### config.mk
export PLATFORM = sky130hd
export DESIGN_NAME = pma_uncached_arb_flat
export DESIGN_NICKNAME = d
export VERILOG_FILES = /design/src/rtl/pma_uncached_arb_if.sv /design/src/rtl/pma_uncached_arb.sv /design/src/flat_wrapper.sv
export SDC_FILE = /design/constraint.sdc
export NUM_CORES = 1
export LEC_CHECK = 0
export ABC_AREA = 1
export BUFFER_PORTS_ARGS = -buffer_cell sky130_fd_sc_hd__buf_2
export CAP_MARGIN = 10
export CORE_AREA = 2 2 165 167
export DETAILED_ROUTE_END_ITERATION = 6
export DIE_AREA = 0 0 167 169
export PLACE_DENSITY_LB_ADDON = 0.25
export SETUP_SLACK_MARGIN = 0.1
export SYNTH_ARGS = -nofsm -noshare
export SYNTH_HDL_FRONTEND = slang
export SYNTH_SLANG_ARGS = --single-unit
### constraint.sdc
create_clock -name i_clk -period 2.3 [get_ports i_clk]
set_input_delay 0.23 -clock i_clk [delete_from_list [all_inputs] [get_ports i_clk]]
set_output_delay 0.23 -clock i_clk [all_outputs]
set_load 0.05 [all_outputs]
### src/rtl/pma_uncached_arb_if.sv
// Uncached-port bundle for pma_uncached_arb: two requesters, shared
// response bus, and the downstream uncached memory port.
interface pma_uncached_arb_if #(
  parameter int abits = 48
);
  logic             i_req0_valid;
  logic             o_req0_ready;
  logic [abits-1:0] i_req0_addr;
  logic             i_req1_valid;
  logic             o_req1_ready;
  logic [abits-1:0] i_req1_addr;
  logic             i_req1_write;
  logic [63:0]      i_req1_wdata;
  logic [7:0]       i_req1_wstrb;
  logic             o_resp0_valid;
  logic             o_resp1_valid;
  logic [63:0]      o_resp_data;
  logic             o_resp_err;
  logic             o_mem_req_valid;
  logic             i_mem_req_ready;
  logic [abits-1:0] o_mem_req_addr;
  logic             o_mem_req_write;
  logic [63:0]      o_mem_req_wdata;
  logic [7:0]       o_mem_req_wstrb;
  logic             i_mem_resp_valid;
  logic [63:0]      i_mem_resp_data;
  logic             i_mem_resp_err;

  // arbiter side
  modport slave (
    input  i_req0_valid, i_req0_addr,
    input  i_req1_valid, i_req1_addr, i_req1_write, i_req1_wdata, i_req1_wstrb,
    input  i_mem_req_ready, i_mem_resp_valid, i_mem_resp_data, i_mem_resp_err,
    output o_req0_ready, o_req1_ready, o_resp0_valid, o_resp1_valid,
    output o_resp_data, o_resp_err,
    output o_mem_req_valid, o_mem_req_addr, o_mem_req_write,
    output o_mem_req_wdata, o_mem_req_wstrb
  );

  // requester / memory model side
  modport master (
    output i_req0_valid, i_req0_addr,
    output i_req1_valid, i_req1_addr, i_req1_write, i_req1_wdata, i_req1_wstrb,
    output i_mem_req_ready, i_mem_resp_valid, i_mem_resp_data, i_mem_resp_err,
    input  o_req0_ready, o_req1_ready, o_resp0_valid, o_resp1_valid,
    input  o_resp_data, o_resp_err,
    input  o_mem_req_valid, o_mem_req_addr, o_mem_req_write,
    input  o_mem_req_wdata, o_mem_req_wstrb
  );
endinterface

### src/rtl/pma_uncached_arb.sv
// Round-robin arbiter for uncached (IO) accesses from the instruction (0)
// and data (1) paths onto one uncached memory port. Addresses outside the
// CLINT/PLIC/IO1 regions complete locally with an error.
// Optional watchdog: define PMA_UNCACHED_TIMEOUT_EN.
module pma_uncached_arb #(
  parameter int abits          = 48,
  parameter int TIMEOUT_CYCLES = 1024
) (
  input logic              i_clk,
  input logic              i_nrst,
  pma_uncached_arb_if.slave bus
);
  localparam logic [abits-1:0] CLINT_BAR  = abits'(64'h0200_0000);
  localparam logic [abits-1:0] CLINT_MASK = abits'(64'h0000_ffff);
  localparam logic [abits-1:0] PLIC_BAR   = abits'(64'h0c00_0000);
  localparam logic [abits-1:0] PLIC_MASK  = abits'(64'h03ff_ffff);
  localparam logic [abits-1:0] IO1_BAR    = abits'(64'h1000_0000);
  localparam logic [abits-1:0] IO1_MASK   = abits'(64'h000f_ffff);

  if (TIMEOUT_CYCLES < 2) begin : g_bad_cfg
    $error("TIMEOUT_CYCLES must be at least 2");
  end

  typedef enum logic [1:0] {IDLE, REQ, WAIT_RESP, RESP} state_t;

  state_t           state, state_nxt;
  logic             last_grant, idx_q;
  logic [abits-1:0] addr_q;
  logic             write_q;
  logic [63:0]      wdata_q;
  logic [7:0]       wstrb_q;
  logic [63:0]      rdata_q;
  logic             rerr_q;

  logic             any_valid, grant, accept, sel_hit, tmo, tmo_fire;
  logic [abits-1:0] sel_addr;

  function automatic logic region_hit(input logic [abits-1:0] a);
    return ((a & ~CLINT_MASK) == CLINT_BAR) ||
           ((a & ~PLIC_MASK)  == PLIC_BAR)  ||
           ((a & ~IO1_MASK)   == IO1_BAR);
  endfunction

  // Round-robin pick: on a tie the requester not served last wins
  always_comb begin
    any_valid = bus.i_req0_valid | bus.i_req1_valid;
    grant     = (bus.i_req0_valid & bus.i_req1_valid) ? ~last_grant : bus.i_req1_valid;
    sel_addr  = grant ? bus.i_req1_addr : bus.i_req0_addr;
    sel_hit   = region_hit(sel_addr);
    accept    = (state == IDLE) & any_valid;
  end

`ifdef PMA_UNCACHED_TIMEOUT_EN
  localparam int CNT_W = $clog2(TIMEOUT_CYCLES);
  logic [CNT_W-1:0] cnt;

  // Watchdog: cleared entering REQ, counts through REQ and WAIT_RESP
  always_ff @(posedge i_clk or negedge i_nrst) begin
    if (!i_nrst)                                cnt <= '0;
    else if (state_nxt == REQ && state != REQ)  cnt <= '0;
    else if (state == REQ || state == WAIT_RESP) cnt <= cnt + 1'b1;
  end

  assign tmo = (cnt == CNT_W'(TIMEOUT_CYCLES - 1));
`else
  assign tmo = 1'b0;
`endif

  // State register
  always_ff @(posedge i_clk or negedge i_nrst) begin
    if (!i_nrst) state <= IDLE;
    else         state <= state_nxt;
  end

  // Next state and handshake outputs; progress beats the watchdog
  always_comb begin
    state_nxt          = state;
    tmo_fire           = 1'b0;
    bus.o_req0_ready   = 1'b0;
    bus.o_req1_ready   = 1'b0;
    bus.o_mem_req_valid = 1'b0;
    bus.o_resp0_valid  = 1'b0;
    bus.o_resp1_valid  = 1'b0;
    case (state)
      IDLE: begin
        bus.o_req0_ready = i_nrst & any_valid & ~grant;
        bus.o_req1_ready = i_nrst & any_valid & grant;
        if (any_valid) state_nxt = sel_hit ? REQ : RESP;
      end
      REQ: begin
        bus.o_mem_req_valid = 1'b1;
        if (bus.i_mem_req_ready) state_nxt = WAIT_RESP;
        else if (tmo) begin
          state_nxt = RESP;
          tmo_fire  = 1'b1;
        end
      end
      WAIT_RESP: begin
        if (bus.i_mem_resp_valid) state_nxt = RESP;
        else if (tmo) begin
          state_nxt = RESP;
          tmo_fire  = 1'b1;
        end
      end
      RESP: begin
        bus.o_resp0_valid = ~idx_q;
        bus.o_resp1_valid = idx_q;
        state_nxt         = IDLE;
      end
      default: state_nxt = IDLE;
    endcase
  end

  // Request latch on accept; response data/err captured from memory,
  // region miss or watchdog expiry
  always_ff @(posedge i_clk or negedge i_nrst) begin
    if (!i_nrst) begin
      last_grant <= 1'b1;
      idx_q      <= 1'b0;
      addr_q     <= '0;
      write_q    <= 1'b0;
      wdata_q    <= '0;
      wstrb_q    <= '0;
      rdata_q    <= '0;
      rerr_q     <= 1'b0;
    end else begin
      if (accept) begin
        last_grant <= grant;
        idx_q      <= grant;
        addr_q     <= sel_addr;
        write_q    <= grant & bus.i_req1_write;
        wdata_q    <= grant ? bus.i_req1_wdata : 64'd0;
        wstrb_q    <= grant ? bus.i_req1_wstrb : 8'd0;
        if (!sel_hit) begin
          rdata_q <= '0;
          rerr_q  <= 1'b1;
        end
      end
      if (state == WAIT_RESP && bus.i_mem_resp_valid) begin
        rdata_q <= bus.i_mem_resp_data;
        rerr_q  <= bus.i_mem_resp_err;
      end else if (tmo_fire) begin
        rdata_q <= '0;
        rerr_q  <= 1'b1;
      end
    end
  end

  assign bus.o_mem_req_addr  = addr_q;
  assign bus.o_mem_req_write = write_q;
  assign bus.o_mem_req_wdata = wdata_q;
  assign bus.o_mem_req_wstrb = wstrb_q;
  assign bus.o_resp_data     = rdata_q;
  assign bus.o_resp_err      = rerr_q;
endmodule

### src/flat_wrapper.sv
// flat-port wrapper written by rule: the top's interface ports become plain ports
module pma_uncached_arb_flat 
#(
  parameter int abits          = 48,
  parameter int TIMEOUT_CYCLES = 1024
)
  (i_clk, i_nrst, bus_i_req0_valid, bus_i_req0_addr, bus_i_req1_valid, bus_i_req1_addr, bus_i_req1_write, bus_i_req1_wdata, bus_i_req1_wstrb, bus_i_mem_req_ready, bus_i_mem_resp_valid, bus_i_mem_resp_data, bus_i_mem_resp_err, bus_o_req0_ready, bus_o_req1_ready, bus_o_resp0_valid, bus_o_resp1_valid, bus_o_resp_data, bus_o_resp_err, bus_o_mem_req_valid, bus_o_mem_req_addr, bus_o_mem_req_write, bus_o_mem_req_wdata, bus_o_mem_req_wstrb);
  pma_uncached_arb_if #(.abits(abits)) bus_i ();
  input logic i_clk;
  input logic i_nrst;
  input wire logic [$bits(bus_i.i_req0_valid)-1:0] bus_i_req0_valid;
  input wire logic [$bits(bus_i.i_req0_addr)-1:0] bus_i_req0_addr;
  input wire logic [$bits(bus_i.i_req1_valid)-1:0] bus_i_req1_valid;
  input wire logic [$bits(bus_i.i_req1_addr)-1:0] bus_i_req1_addr;
  input wire logic [$bits(bus_i.i_req1_write)-1:0] bus_i_req1_write;
  input wire logic [$bits(bus_i.i_req1_wdata)-1:0] bus_i_req1_wdata;
  input wire logic [$bits(bus_i.i_req1_wstrb)-1:0] bus_i_req1_wstrb;
  input wire logic [$bits(bus_i.i_mem_req_ready)-1:0] bus_i_mem_req_ready;
  input wire logic [$bits(bus_i.i_mem_resp_valid)-1:0] bus_i_mem_resp_valid;
  input wire logic [$bits(bus_i.i_mem_resp_data)-1:0] bus_i_mem_resp_data;
  input wire logic [$bits(bus_i.i_mem_resp_err)-1:0] bus_i_mem_resp_err;
  output wire logic [$bits(bus_i.o_req0_ready)-1:0] bus_o_req0_ready;
  output wire logic [$bits(bus_i.o_req1_ready)-1:0] bus_o_req1_ready;
  output wire logic [$bits(bus_i.o_resp0_valid)-1:0] bus_o_resp0_valid;
  output wire logic [$bits(bus_i.o_resp1_valid)-1:0] bus_o_resp1_valid;
  output wire logic [$bits(bus_i.o_resp_data)-1:0] bus_o_resp_data;
  output wire logic [$bits(bus_i.o_resp_err)-1:0] bus_o_resp_err;
  output wire logic [$bits(bus_i.o_mem_req_valid)-1:0] bus_o_mem_req_valid;
  output wire logic [$bits(bus_i.o_mem_req_addr)-1:0] bus_o_mem_req_addr;
  output wire logic [$bits(bus_i.o_mem_req_write)-1:0] bus_o_mem_req_write;
  output wire logic [$bits(bus_i.o_mem_req_wdata)-1:0] bus_o_mem_req_wdata;
  output wire logic [$bits(bus_i.o_mem_req_wstrb)-1:0] bus_o_mem_req_wstrb;
  assign bus_i.i_req0_valid = bus_i_req0_valid;
  assign bus_i.i_req0_addr = bus_i_req0_addr;
  assign bus_i.i_req1_valid = bus_i_req1_valid;
  assign bus_i.i_req1_addr = bus_i_req1_addr;
  assign bus_i.i_req1_write = bus_i_req1_write;
  assign bus_i.i_req1_wdata = bus_i_req1_wdata;
  assign bus_i.i_req1_wstrb = bus_i_req1_wstrb;
  assign bus_i.i_mem_req_ready = bus_i_mem_req_ready;
  assign bus_i.i_mem_resp_valid = bus_i_mem_resp_valid;
  assign bus_i.i_mem_resp_data = bus_i_mem_resp_data;
  assign bus_i.i_mem_resp_err = bus_i_mem_resp_err;
  assign bus_o_req0_ready = bus_i.o_req0_ready;
  assign bus_o_req1_ready = bus_i.o_req1_ready;
  assign bus_o_resp0_valid = bus_i.o_resp0_valid;
  assign bus_o_resp1_valid = bus_i.o_resp1_valid;
  assign bus_o_resp_data = bus_i.o_resp_data;
  assign bus_o_resp_err = bus_i.o_resp_err;
  assign bus_o_mem_req_valid = bus_i.o_mem_req_valid;
  assign bus_o_mem_req_addr = bus_i.o_mem_req_addr;
  assign bus_o_mem_req_write = bus_i.o_mem_req_write;
  assign bus_o_mem_req_wdata = bus_i.o_mem_req_wdata;
  assign bus_o_mem_req_wstrb = bus_i.o_mem_req_wstrb;
  pma_uncached_arb #(.abits(abits), .TIMEOUT_CYCLES(TIMEOUT_CYCLES)) u_core (.i_clk(i_clk), .i_nrst(i_nrst), .bus(bus_i));
endmodule
Word level (Yosys, flattened, before mapping)
Index checks and enable logic that the tools add are counted.
{ "word_totals": {"ff_bits": 190, "input_bits": 240, "out_inout_bits": 191, "wordCells": 56} }
{ "op_classes": {"n_eq_ne": 10, "mux": 20, "n_bitwise": 10, "reduce_logical": 7} }
{ "op_table": {"columns": ["operator", "n"], "rows": [
  ["two-way mux 64 bit", 4],
  ["two-way mux 48 bit", 1],
  ["== test 32 x 10 -> 1 bit, second input constant", 1],
  ["== test 28 x 9 -> 1 bit, second input constant", 1],
  ["== test 22 x 2 -> 1 bit, second input constant", 1],
  ["two-way mux 1 bit", 9],
  ["two-way mux 2 bit", 4],
  ["two-way mux 8 bit", 1],
  ["case mux 2 bit (4 select lines)", 1],
  ["bitwise AND 1 bit", 6],
  ["inequality test 2 bit, second input constant", 3],
  ["== test 2 bit, second input constant", 2],
  ["inverter 1 bit", 3],
  ["AND reduction 3 bit", 1],
  ["== test 2 x 1 -> 1 bit, second input constant", 1],
  ["logical NOT 2 bit", 1],
  ["logical OR 1 bit", 2],
  ["inequality test 2 x 1 -> 1 bit, second input constant", 1],
  ["AND reduction 2 bit", 1],
  ["nonzero test 2 bit", 1],
  ["logical AND 1 bit", 1],
  ["OR 1 bit", 1]
]} }

Depth between registers and ports, before layout
Gate-level depths: netlist (run 1).
{ "logic_depth": {"depth_word": 9, "depth_mapped": 16, "depth_no_buf": 14} }

Worst setup path before layout (run 1)
Ideal clock, no wire load.
{ "synth_path": {"path_type": "register -> output", "from": "register u_core.state[0]", "to": "output bus_o_req0_ready", "arrival_time_ns": 2.578, "required_time_ns": 2.070, "slack_ns": -0.508, "path_stages_with_launch": 10, "n_path_buf": 3, "path_cell_list": "dfrtp_1 inv_1 ha_1 clkbuf_1 inv_1 nor2_2 inv_1 buf_2 clkbuf_1 nor3_1"} }
{ "synth_via": {"elab_chain_len": 2} }
{ "synth_lines": {"columns": ["element", "line", "rtl"], "rows": [
  ["from (decl)", "pma_uncached_arb.sv:26", "state_t state, state_nxt;"],
  ["from (signal assigned)", "pma_uncached_arb.sv:72", "else state <= state_nxt;"],
  ["logical NOT 2 bit", "pma_uncached_arb.sv:84", "case (state)"],
  ["two-way mux 1 bit", "pma_uncached_arb.sv:84", null],
  ["to (decl)", "flat_wrapper.sv:22", "output wire logic [$bits(bus_i.o_req0_ready)-1:0] bus_o_req0_ready;"]
]} }
No other way between the ends.

Final worst setup path (run 1)
{ "layout_path": {"from": "register u_core.last_grant", "to": "register u_core.rdata_q[56] (netlist: u_core.bus.o_resp_data[56])"} }
{ "layout_via": {"elab_chain_len": 8, "elab_cells_between_ends": 10, "cone_classes": "eq/ne: 4; mux: 2; bitwise: 1; reduce/logical: 3"} }
{ "layout_lines": {"columns": ["element", "line", "rtl"], "rows": [
  ["from (decl)", "pma_uncached_arb.sv:27", "logic last_grant, idx_q;"],
  ["from (signal assigned)", "pma_uncached_arb.sv:128", "last_grant <= grant;"],
  ["inverter 1 bit *", "pma_uncached_arb.sv:47", "grant = (bus.i_req0_valid & bus.i_req1_valid) ? ~last_grant : bus.i_req1_valid;"],
  ["two-way mux 1 bit *", "pma_uncached_arb.sv:47", null],
  ["two-way mux 48 bit *", "pma_uncached_arb.sv:48", "sel_addr = grant ? bus.i_req1_addr : bus.i_req0_addr;"],
  ["== test 32 x 10 -> 1 bit / == test 22 x 2 -> 1 bit (equally long branches)", "pma_uncached_arb.sv:39, pma_uncached_arb.sv:40", null],
  ["logical OR 1 bit", "pma_uncached_arb.sv:39", "return ((a & ~CLINT_MASK) == CLINT_BAR) ||"],
  ["logical OR 1 bit *", "pma_uncached_arb.sv:40", "((a & ~PLIC_MASK) == PLIC_BAR) ||"],
  ["inequality test 2 bit (no line) *", null, null],
  ["AND reduction 2 bit (no line) *", null, null],
  ["to (signal assigned)", "pma_uncached_arb.sv:140", "rdata_q <= bus.i_mem_resp_data;"],
  ["to (decl)", "pma_uncached_arb.sv:32", "logic [63:0] rdata_q;"]
]} }
Every way passes the cells marked *; elsewhere a longest branch is shown, timed or not.
A chain may end at the register's enable or synchronous reset.

==> results of run 1 <==
==> worst max-delay path: stages (launching register included) <==
cell and delay, ns:
dfstp_2 0.56, nand2_4 0.10, nand2_8 0.13, clkbuf_16 0.16, nand2_4 0.04, nand2_2 0.08
nand2_1 0.06, nor2_2 0.12, nand2_1 0.06, nor2_1 0.15, nand3_2 0.18, nand3_4 0.20
clkbuf_16 0.20, nand3_1 0.08, nand2_1 0.08
==> final cells by class <==
type                    count  area [um^2]
multi-input cells         712         3370
clock buffers              18          429
well taps                 341          427
fillers                  2603        14100
repair buffers            507         3110
clock inverters            13          149
inverters                  48          185
flip-flops and latches    190         4760
==> cell usage after synthesis, drive strengths merged <==
library cell	instances
ha	4
buf	27
inv	48
nor2	35
and2	1
dfrtp	189
or2	3
nand2	421
nand3b	19
nor3	2
o21ai	77
nand4	1
nand3	147
clkbuf	41
dfstp	1
==> sequential cells by signal, summed over array words and instances, names as in the netlist <==
name,cells
u_core.bus.o_resp_data,64
u_core.bus.o_resp_err,1
u_core.last_grant,1
u_core.state,2
u_core.bus.o_mem_req_wstrb,8
u_core.bus.o_mem_req_addr,48
u_core.bus.o_mem_req_write,1
u_core.idx_q,1
u_core.bus.o_mem_req_wdata,64
==> per-stage QoR <==
stage / util / instances / hold WS (ns)
6_report: 0.469 / 1829 / 0.0152
5_1_grt: 0.469 / 1829 / 0.00408
2_1_floorplan: - / 1016 / -0.0656
4_1_cts: 0.452 / 1809 / 0.000835
3_3_place_gp: 0.415 / 1743 / 0.431
3_5_place_dp: 0.415 / 1743 / 0.437
==> report_power, final <==
part / leakage, uW / total [uW] / switching (uW) / internal, uW
clock network: 0.000281 / 2940 / 1490 / 1450
registers: 0.00243 / 5450 / 760 / 4690
logic: 0.00444 / 10400 / 7840 / 2550
==> routing by layer <==
metal / up-vias / GRT usage / share of wire
li1: 4147 / - / -
met1: 3970 / 0.247 / 0.42
met2: 341 / 0.304 / 0.47
met3: 56 / 0.0573 / 0.081
met4: 0 / 0.0738 / 0.031
met5: - / 0 / 0
==> cell families (layout without fill, tap and decap cells) <==
logic type / count (synthesis) / count (layout) / share of synthesized area
AOI/OAI and AO/OA: 77 / 77 / 0.0455
and+or+nand+nor: 629 / 631 / 0.325
DFF: 190 / 190 / 0.562
adders and majority gates: 4 / 4 / 0.00591
buffers and inverters: 116 / 586 / 0.0617
==> timing repair <==
action                                 4_1_cts  5_1_grt
gates resized for setup                     11       44
hold buffers                                34        4
endpoints found under the hold margin      138        4
setup endpoints to repair                   63       68
cloned                                       0       10
pin swaps                                    1       25
buffers inserted                             1        6
==> worst paths after layout <==
kind,start,endpoint,slack [ns],cells past startpoint
max reg2reg,u_core.last_grant$_DFFE_PN1P_,u_core.bus.o_resp_data[56]$_DFFE_PN0P_,0.03,14
min reg2reg,u_core.bus.o_mem_req_wstrb[7]$_DFFE_PN0P_,u_core.bus.o_mem_req_wstrb[7]$_DFFE_PN0P_,0.48,2
min in group asynchronous,i_nrst,u_core.bus.o_mem_req_addr[46]$_DFFE_PN0P_,0.59,3
max,u_core.last_grant$_DFFE_PN1P_,u_core.bus.o_resp_data[56]$_DFFE_PN0P_,0.03,14
min,bus_i_mem_resp_data[26],u_core.bus.o_resp_data[26]$_DFFE_PN0P_,0.02,3
max in group asynchronous,i_nrst,u_core.bus.o_mem_req_wdata[1]$_DFFE_PN0P_,0.89,3
==> impl_metrics.tcl, run 1 <==
set metrics [dict create \
    max-clock-path-buffers 2 \
    worst_slack_ns 0.0266 \
    insertion_delay_ns 0.43 \
    yosysTopAreaCell "dfrtp_1" \
    start_util 0.319 \
    tightest_slew_ns 0.997 \
    powerDensity_mw_per_mm2 1510 \
    grt_overflow 0 \
    die_h_um 169 \
    ant_nets 0 \
    routed_wl_um 29000 \
    layout-drive-gt1-share 0.380 \
    port_buffers 430 \
    final_nets 1720 \
    diodes 0 \
    fp.dieW_um 167 \
    status "finished clean" \
    syn-mean-instance-area_um2 8.33 \
    cts_root_buf "clkbuf_16" \
    dr.pass1.iters 5 \
    first_global_vias 8170 \
    hold_class "input pin to flop" \
    via_count 8514 \
    routedWlPerCell_um 15.9 \
    clkTransAtPathRegs_ns 0.08 \
    post-route-period-util 0.988 \
    vdd_drop_max_mv 0.742 \
    seq_area_frac_synth 0.562 \
    vias_per_cell 4.66 \
    die_area_mm2 0.0282 \
    arrival_ns 2.64 \
    fin_setup_tns_ns 0 \
    fmax_mhz 440 \
    place_ws_ns 0.0459 \
    relSlewSlack 0.335 \
    antenna_found_initial 0 \
    drc 0 \
    hold_viol_final 0 \
    end_kind "flop" \
    cts_tree "built" \
    critPathMaxFanout 8 \
    syn-instance-count 1016 \
    io_pins 431 \
    layout_common_cells "buf_2, nand2_1, dfrtp_1" \
    period_minus_slack_ns 2.27 \
    drtIter0Drc 561 \
    syn_to_final_growth_pct 46.9 \
    hpwl_um 19700 \
    final_common_cell "buf_2" \
    row_count 60 \
    design_area_mm2 0.0124 \
    clock_skew_ns 0.0181 \
    grt_pass1_wl_um 43600 \
    yosysUniqueCellTypes 24 \
    grt_usage 0.192 \
    p_total_uw 18800 \
    critPathRequiredTime_ns 2.66 \
    dpl_cell_area_mm2 0.0110 \
    worst_setup_path_start_kind "flop" \
    synth_seq_cells 190 \
    syn_area_mm2 0.00846 \
    coreArea_mm2 0.0265 \
    gp_congestion 0.844 \
    maxSlewViolCount 0 \
    numCtsBuffers 17 \
    critPathKind "flop to flop" \
    netlist.area_leader.share 0.559 \
    rsz0062_at_grt "true" \
    h-tree-depth 4 \
    power_leakage_uw 0.00715 \
    grt_start_max_net_pins 115 \
    clkSinkCount 190 \
    maxCapViolations 0 \
    setup_viol 0 \
    netlist_top_cells_area "dfrtp_1, nand2_1, nand3_1, o21ai_0, nand3_2" \
    synth_warnings 0 \
    syn_nets 1260 \
]
No activity file was read; power rests on OpenSTA's default activity.
==> run 2: changes to the inputs <==
- CORE_AREA: 2 2 165 167 -> 2 2 169 171
- CTS_BUF_LIST: default -> sky130_fd_sc_hd__clkbuf_2
- DIE_AREA: 0 0 167 169 -> 0 0 171 173
==> run 2 against run 1 <==
Against the previous run:
- the run now ends with setup timing left
- wire length rose by 16%
- die area rose by 4.8%
- clock skew rose by 0.043 ns
- global-route usage increased by 3.7 points
- cell area increased by 21%
- non-clock buffer count increased by 283
- maximum frequency is 6.4% lower
- critical path depth up 1
- flip-flop and latch count stayed put
- utilization is 7.7 points higher
- critical path type unchanged
- largest cell class is now buffers
==> impl_metrics.tcl, run 2 (synthesis results as in run 1) <==
set metrics [dict create \
    maxCapViolations 0 \
    critPathRequiredTime_ns 2.98 \
    arrival_ns 3.11 \
    dpl_cell_area_mm2 0.0112 \
    routedWlPerCell_um 15.7 \
    period_minus_slack_ns 2.43 \
    path_cells "nand2_4, buf_4, buf_4, nand3b_1, nand2_1, nand2_1, nor2_4, nand3_1, nor2_2, nand2_2, nand3_4, buf_6, buf_12, nand3_1, nand2_1" \
    fp.dieW_um 171 \
    critPathKind "flop to flop" \
    io_pins 431 \
    rsz0062_at_grt "true" \
    maxSlewViolCount 0 \
    status "finished, violations left" \
    coreArea_mm2 0.0276 \
    vdd_drop_max_mv 0.776 \
    cts_tree "built" \
    crit_buf_inv 4 \
    die_h_um 173 \
    routed_wl_um 33800 \
    row_count 61 \
    syn_to_final_growth_pct 78.2 \
    clock_skew_ns 0.0609 \
    layout-drive-gt1-share 0.329 \
    layout_common_cells "buf_2, nand2_1, dlygate4sd3_1" \
    hpwl_um 20100 \
    h-tree-depth 4 \
    worst_setup_path_start_kind "flop" \
    max-clock-path-buffers 2 \
    tightest_slew_ns 0.821 \
    setup_viol 53 \
    cp_top_family "simple AND/OR/NAND/NOR gates" \
    cpMostUsedCell "nand2_1" \
    nFillCells 2441 \
    place_ws_ns 0.0262 \
    grt_overflow 0 \
    start_util 0.306 \
    final_common_cell "buf_2" \
    insertion_delay_ns 0.78 \
    violations "setup timing" \
    ant_nets 0 \
    crit_path_top_delay_cell "dfstp_2" \
    via_count 9977 \
    post-route-period-util 1.06 \
    fin_cells 2149 \
    grt_start_max_net_pins 100 \
    hold_viol_final 0 \
    numCtsBuffers 17 \
    drc 0 \
    fin_setup_tns_ns -4.56 \
    worst_slack_ns -0.128 \
    drtIter0Drc 568 \
    vias_per_cell 4.64 \
    clkSinkCount 190 \
    power_leakage_uw 0.00811 \
    worst_path_largest_cell_delay_ns 0.63 \
    gp_congestion 0.863 \
    hold_ws_ns 0.0902 \
    grt_usage 0.228 \
    final_nets 2002 \
    antenna_found_initial 1 \
    place_inst 1786 \
    grt_pass1_wl_um 53800 \
    design_area_mm2 0.0151 \
    first_global_vias 10400 \
    relSlewSlack 0.453 \
    fmax_mhz 412 \
    clkTransAtPathRegs_ns 0.31 \
    hold_class "input pin to flop" \
    end_kind "flop" \
    critPathMaxFanout 14 \
    dr.pass1.iters 5 \
    port_buffers 430 \
    cts_root_buf "clkbuf_2" \
    die_area_mm2 0.0296 \
    powerDensity_mw_per_mm2 1230 \
]
-- run 2: cell types whose count changed in the layout (fill, tap and decap cells not counted), moves of 4 or more --
cell / previous run / this run
o21ai_2: 2 / 6
clkbuf_2: 0 / 17
o21ai_1: 8 / 4
buf_4: 17 / 24
buf_12: 10 / 17
clkbuf_16: 23 / 0
nand3_2: 32 / 21
buf_16: 0 / 7
buf_6: 5 / 12
nand3_1: 115 / 125
dlygate4sd3_1: 38 / 301
-- run 2: cell type report --
cell class              count  area (um^2)  share of cell area
diodes                      1         2.50            0.000166
multi-input cells         711         3340               0.222
clock inverters            14          130             0.00863
inverters                  48          195              0.0129
clock buffers              17         85.1             0.00564
flip-flops and latches    190         4760               0.315
repair buffers            790         6090               0.404
well taps                 378          473              0.0314
-- run 2: timing repair --
item	in CTS	in global routing
pin swaps	5	9
endpoints found under the setup margin	74	71
buffers inserted	14	5
hold endpoints to repair	380	1
gates cloned	10	0
resized for setup	33	42
hold buffers	302	1
-- run 2: worst register-to-register path, stage by stage (launching register included) --
cell and delay (ns):
dfstp_2 0.63, nand2_4 0.06, buf_4 0.13, buf_4 0.18, nand3b_1 0.17, nand2_1 0.09, nand2_1 0.11, nor2_4 0.05
nand3_1 0.10, nor2_2 0.05, nand2_2 0.10, nand3_4 0.20, buf_6 0.19, buf_12 0.13, nand3_1 0.08, nand2_1 0.06
-- run 2: final timing paths --
path / slack (ns) / from / cells after the start / end
worst max-delay path: -0.13 / u_core.last_grant$_DFFE_PN1P_ / 15 / u_core.bus.o_resp_data[7]$_DFFE_PN0P_
worst min-delay path: 0.09 / bus_i_req1_addr[45] / 5 / u_core.bus.o_mem_req_addr[45]$_DFFE_PN0P_
worst max register to register: -0.13 / u_core.last_grant$_DFFE_PN1P_ / 15 / u_core.bus.o_resp_data[7]$_DFFE_PN0P_
worst min register to register: 0.51 / u_core.last_grant$_DFFE_PN1P_ / 2 / u_core.last_grant$_DFFE_PN1P_
max in group asynchronous: 1.05 / i_nrst / 4 / u_core.bus.o_mem_req_wdata[28]$_DFFE_PN0P_
min in group asynchronous: 0.11 / i_nrst / 4 / u_core.bus.o_mem_req_wdata[13]$_DFFE_PN0P_
-- run 2: routing by layer --
| layer | global-route usage | routed length (um) | vias to the layer above |
|---|---|---|---|
| li1 | - | - | 4710 |
| met1 | 0.273 | 13400 | 4683 |
| met2 | 0.385 | 16500 | 484 |
| met3 | 0.0540 | 2470 | 100 |
| met4 | 0.109 | 1390 | 0 |
| met5 | 0 | 0 | - |
-- run 2: power by group --
group | switching, uW | internal (uW) | total [uW]
clock | 1310 | 322 | 1630
sequential | 753 | 4670 | 5420
combinational | 8120 | 3390 | 11500
-- run 2: per-stage QoR --
stage	power [uW]	util
after floorplan	12700	-
after global placement	15400	0.404
after detailed placement	15500	0.404
after CTS	18400	0.540
after global routing	19700	0.546
final	18600	0.546
==> run 3: changes to the inputs <==
- ABC_AREA: 1 -> default
==> run 3 against run 2 <==
Against the previous run:
- the flow now finishes without violations
- sequential power is 2% higher
- utilization is 2.0 points lower
- clock-buffer cell count stayed put
- flip-flop and latch count stayed put
- maximum frequency is 12% higher
- worst hold slack better by 0.082 ns
- cell area is 3.6% lower
- via count is 8.1% lower
- total power is 1.4% higher
==> impl_metrics.tcl, run 3 <==
set metrics [dict create \
    power_leakage_uw 0.00745 \
    yosys.area_share.simple 0.123 \
    place_inst 1571 \
    hpwl_um 20500 \
    drc 0 \
    synth_top_family_by_area "compound AO/OA/AOI/OAI gates" \
    vias_per_cell 4.90 \
    status "finished clean" \
    relSlewSlack 0.339 \
    synth_compound_area_frac 0.229 \
    grt_pass1_wl_um 49900 \
    crit_buf_inv 4 \
    synth_warnings 0 \
    tightest_slew_ns 0.991 \
    dpl_cell_area_mm2 0.0114 \
    crit_path_top_delay_cell "dlygate4sd3_1" \
    setup_viol 0 \
    seq_area_frac_synth 0.544 \
    drtIter0Drc 612 \
    netlist_top_cells_area "dfrtp_1, a22o_1, o31ai_2, mux2i_1, nand2_1" \
    syn-instance-count 808 \
    antenna_found_initial 1 \
    synthMostInstantiatedCell "dfrtp_1" \
    row_count 61 \
    async_flop_share 1.00 \
    hold_class "input pin to flop" \
    fp.dieW_um 171 \
    die_h_um 173 \
    design_area_mm2 0.0145 \
    layout-drive-gt1-share 0.386 \
    netlist_top_cells_count "dfrtp_1, nand2_1, a22o_1" \
    first_global_vias 9290 \
    maxSlewViolCount 0 \
    period_minus_slack_ns 2.17 \
    clkSinkCount 190 \
    rsz0062_at_grt "true" \
    final_nets 1725 \
    layout_common_cells "buf_2, dlygate4sd3_1, dfrtp_1" \
    worst_path_largest_cell_delay_ns 0.61 \
    post-route-period-util 0.942 \
    fmax_mhz 462 \
    muxShareOfSynthArea 0.0550 \
    insertion_delay_ns 0.74 \
    die_area_mm2 0.0296 \
    start_util 0.316 \
    max-clock-path-buffers 2 \
    hold_path_depth 7 \
    grt_start_max_net_pins 112 \
    port_buffers 430 \
    critPathKind "input pin to flop" \
    dr.pass1.iters 5 \
    syn_area_mm2 0.00873 \
    cts_tree "built" \
    routedWlPerCell_um 17.6 \
    routed_wl_um 32900 \
    min_to "u_core.bus.o_resp_data[14]$_DFFE_PN0P_" \
    yosysTopAreaCell "dfrtp_1" \
    clock_skew_ns 0.0494 \
    via_count 9171 \
    numCtsBuffers 17 \
    critPathRequiredTime_ns 2.93 \
    h-tree-depth 4 \
    final_common_cell "buf_2" \
    clkTransAtPathRegs_ns 0.35 \
    synthXorXnorAreaFrac 0 \
    fin_setup_tns_ns 0 \
    io_pins 431 \
    fin_cells 1873 \
    coreArea_mm2 0.0276 \
    syn_nets 1052 \
    vdd_drop_max_mv 0.710 \
    powerDensity_mw_per_mm2 1290 \
    yosysUniqueCellTypes 35 \
    end_kind "flop" \
    hold_viol_final 0 \
    synthAdderAreaFrac 0.00573 \
    grt_overflow 0 \
    min_from "bus_i_req1_addr[37]" \
    cts_root_buf "clkbuf_2" \
    ant_nets 0 \
    netlist.area_leader.share 0.541 \
    maxCapViolations 0 \
    cpMostUsedCell "dlygate4sd3_1" \
    path_cells "dlygate4sd3_1, buf_2, nor4_1, dlygate4sd3_1, nand3_1, o21ai_2, o21ai_4, buf_12, o31ai_2" \
    critPathMaxFanout 40 \
    syn-mean-instance-area_um2 10.8 \
    synth_edf_count 0 \
    ys.flop_type "dfrtp_1" \
    r2r_slack_ns 0.14 \
    r2r_end "u_core.bus.o_resp_data[63]$_DFFE_PN0P_" \
    timing.rr.start "u_core.last_grant$_DFFE_PN1P_" \
    hold_ws_ns 0.172 \
    syn_to_final_growth_pct 66.4 \
    worst_setup_path_start_kind "input pin" \
    gp_congestion 0.898 \
    worst-r2r-cell-count 7 \
    synth_seq_cells 190 \
    arrival_ns 2.80 \
    grt_usage 0.212 \
    cp_top_family "buffers and inverters" \
]
run 3: cell types whose count changed in the layout (fill, tap and decap cells not counted), moves of 19 or more:
cell           before  now
inv_1              42    2
o31ai_1             0   22
nand3b_1           19    0
and3_1              0   64
dlygate4sd3_1     301  249
a21oi_1             0   70
nand3_2            21    0
mux2i_1             0   48
nand3_1           125    2
nand2_1           409  114
a22o_1              0   73
o31ai_2             0   42
run 3: through the flow:
step | power (uW) | setup slack (ns) | utilization
after floorplan | 13300 | 0.191 | -
after global placement | 16000 | 0.00447 | 0.414
after detailed placement | 16100 | -0.00663 | 0.414
after CTS | 18700 | -0.0142 | 0.521
after global routing | 19900 | -0.0447 | 0.526
final | 18800 | 0.133 | 0.526
run 3: layout make-up:
type / count / area [um^2]
Antenna cell: 1 / 2.50
Clock buffer: 17 / 85.1
Clock inverter: 15 / 215
Fill cell: 2443 / 13100
Inverter: 4 / 15.0
Multi-Input combinational cell: 541 / 3750
Sequential cell: 190 / 4760
Tap cell: 378 / 473
Timing Repair Buffer: 727 / 5240
run 3: what timing repair did:
item / 4_1_cts / 5_1_grt
setup endpoints to repair: 4 / 20
hold buffers: 249 / 0
setup buffers: 8 / 9
gates resized for setup: 22 / 14
gates cloned: 1 / 2
pin swaps: 3 / 2
endpoints found under the hold margin: 378 / 0
run 3: worst max-delay path by stage:
stage | cells after the start | from | slack, ns | endpoint
detailed placement | 8 | bus_i_req0_addr[45] | -0.007 | u_core.bus.o_resp_data[59]$_DFFE_PN0P_
finish | 9 | bus_i_req0_addr[47] | 0.13 | u_core.bus.o_resp_data[51]$_DFFE_PN0P_
floorplan | 7 | u_core.state[0]$_DFFE_PN0P_ | 0.19 | bus_o_req0_ready
global route | 4 | u_core.last_grant$_DFFE_PN1P_ | -0.04 | bus_o_req0_ready
global placement | 8 | bus_i_req0_addr[45] | 0.004 | u_core.bus.o_resp_data[59]$_DFFE_PN0P_
CTS | 4 | u_core.last_grant$_DFFE_PN1P_ | -0.01 | bus_o_req0_ready
run 3: metal layers:
metal	vias up	wire [um]	GRT usage
li1	4298	-	-
met1	4422	13300	0.249
met2	379	16500	0.369
met3	72	1850	0.0435
met4	0	1180	0.0943
met5	-	0	0
run 3: cells by family after synthesis:
| logic type | after synthesis |
|---|---|
| compound gates | 267 |
| fa+ha+maj | 4 |
| buf+inv | 79 |
| flops | 190 |
| mux | 48 |
| simple gates | 220 |
run 3: power by group:
| part | internal [uW] | leakage, uW | switching [uW] |
|---|---|---|---|
| sequential | 4690 | 0.00243 | 831 |
| combinational | 3390 | 0.00485 | 7940 |
| clock | 594 | 0.000170 | 1380 |
run 3: tightest hold or removal path, delay by kind of cell:
| kind | cells | cell delay [ns] |
|---|---|---|
| AO/OA/AOI/OAI | 3 | 0.35 |
| buffers and inverters | 2 | 0.22 |
| AND/OR/NAND/NOR | 2 | 0.16 |
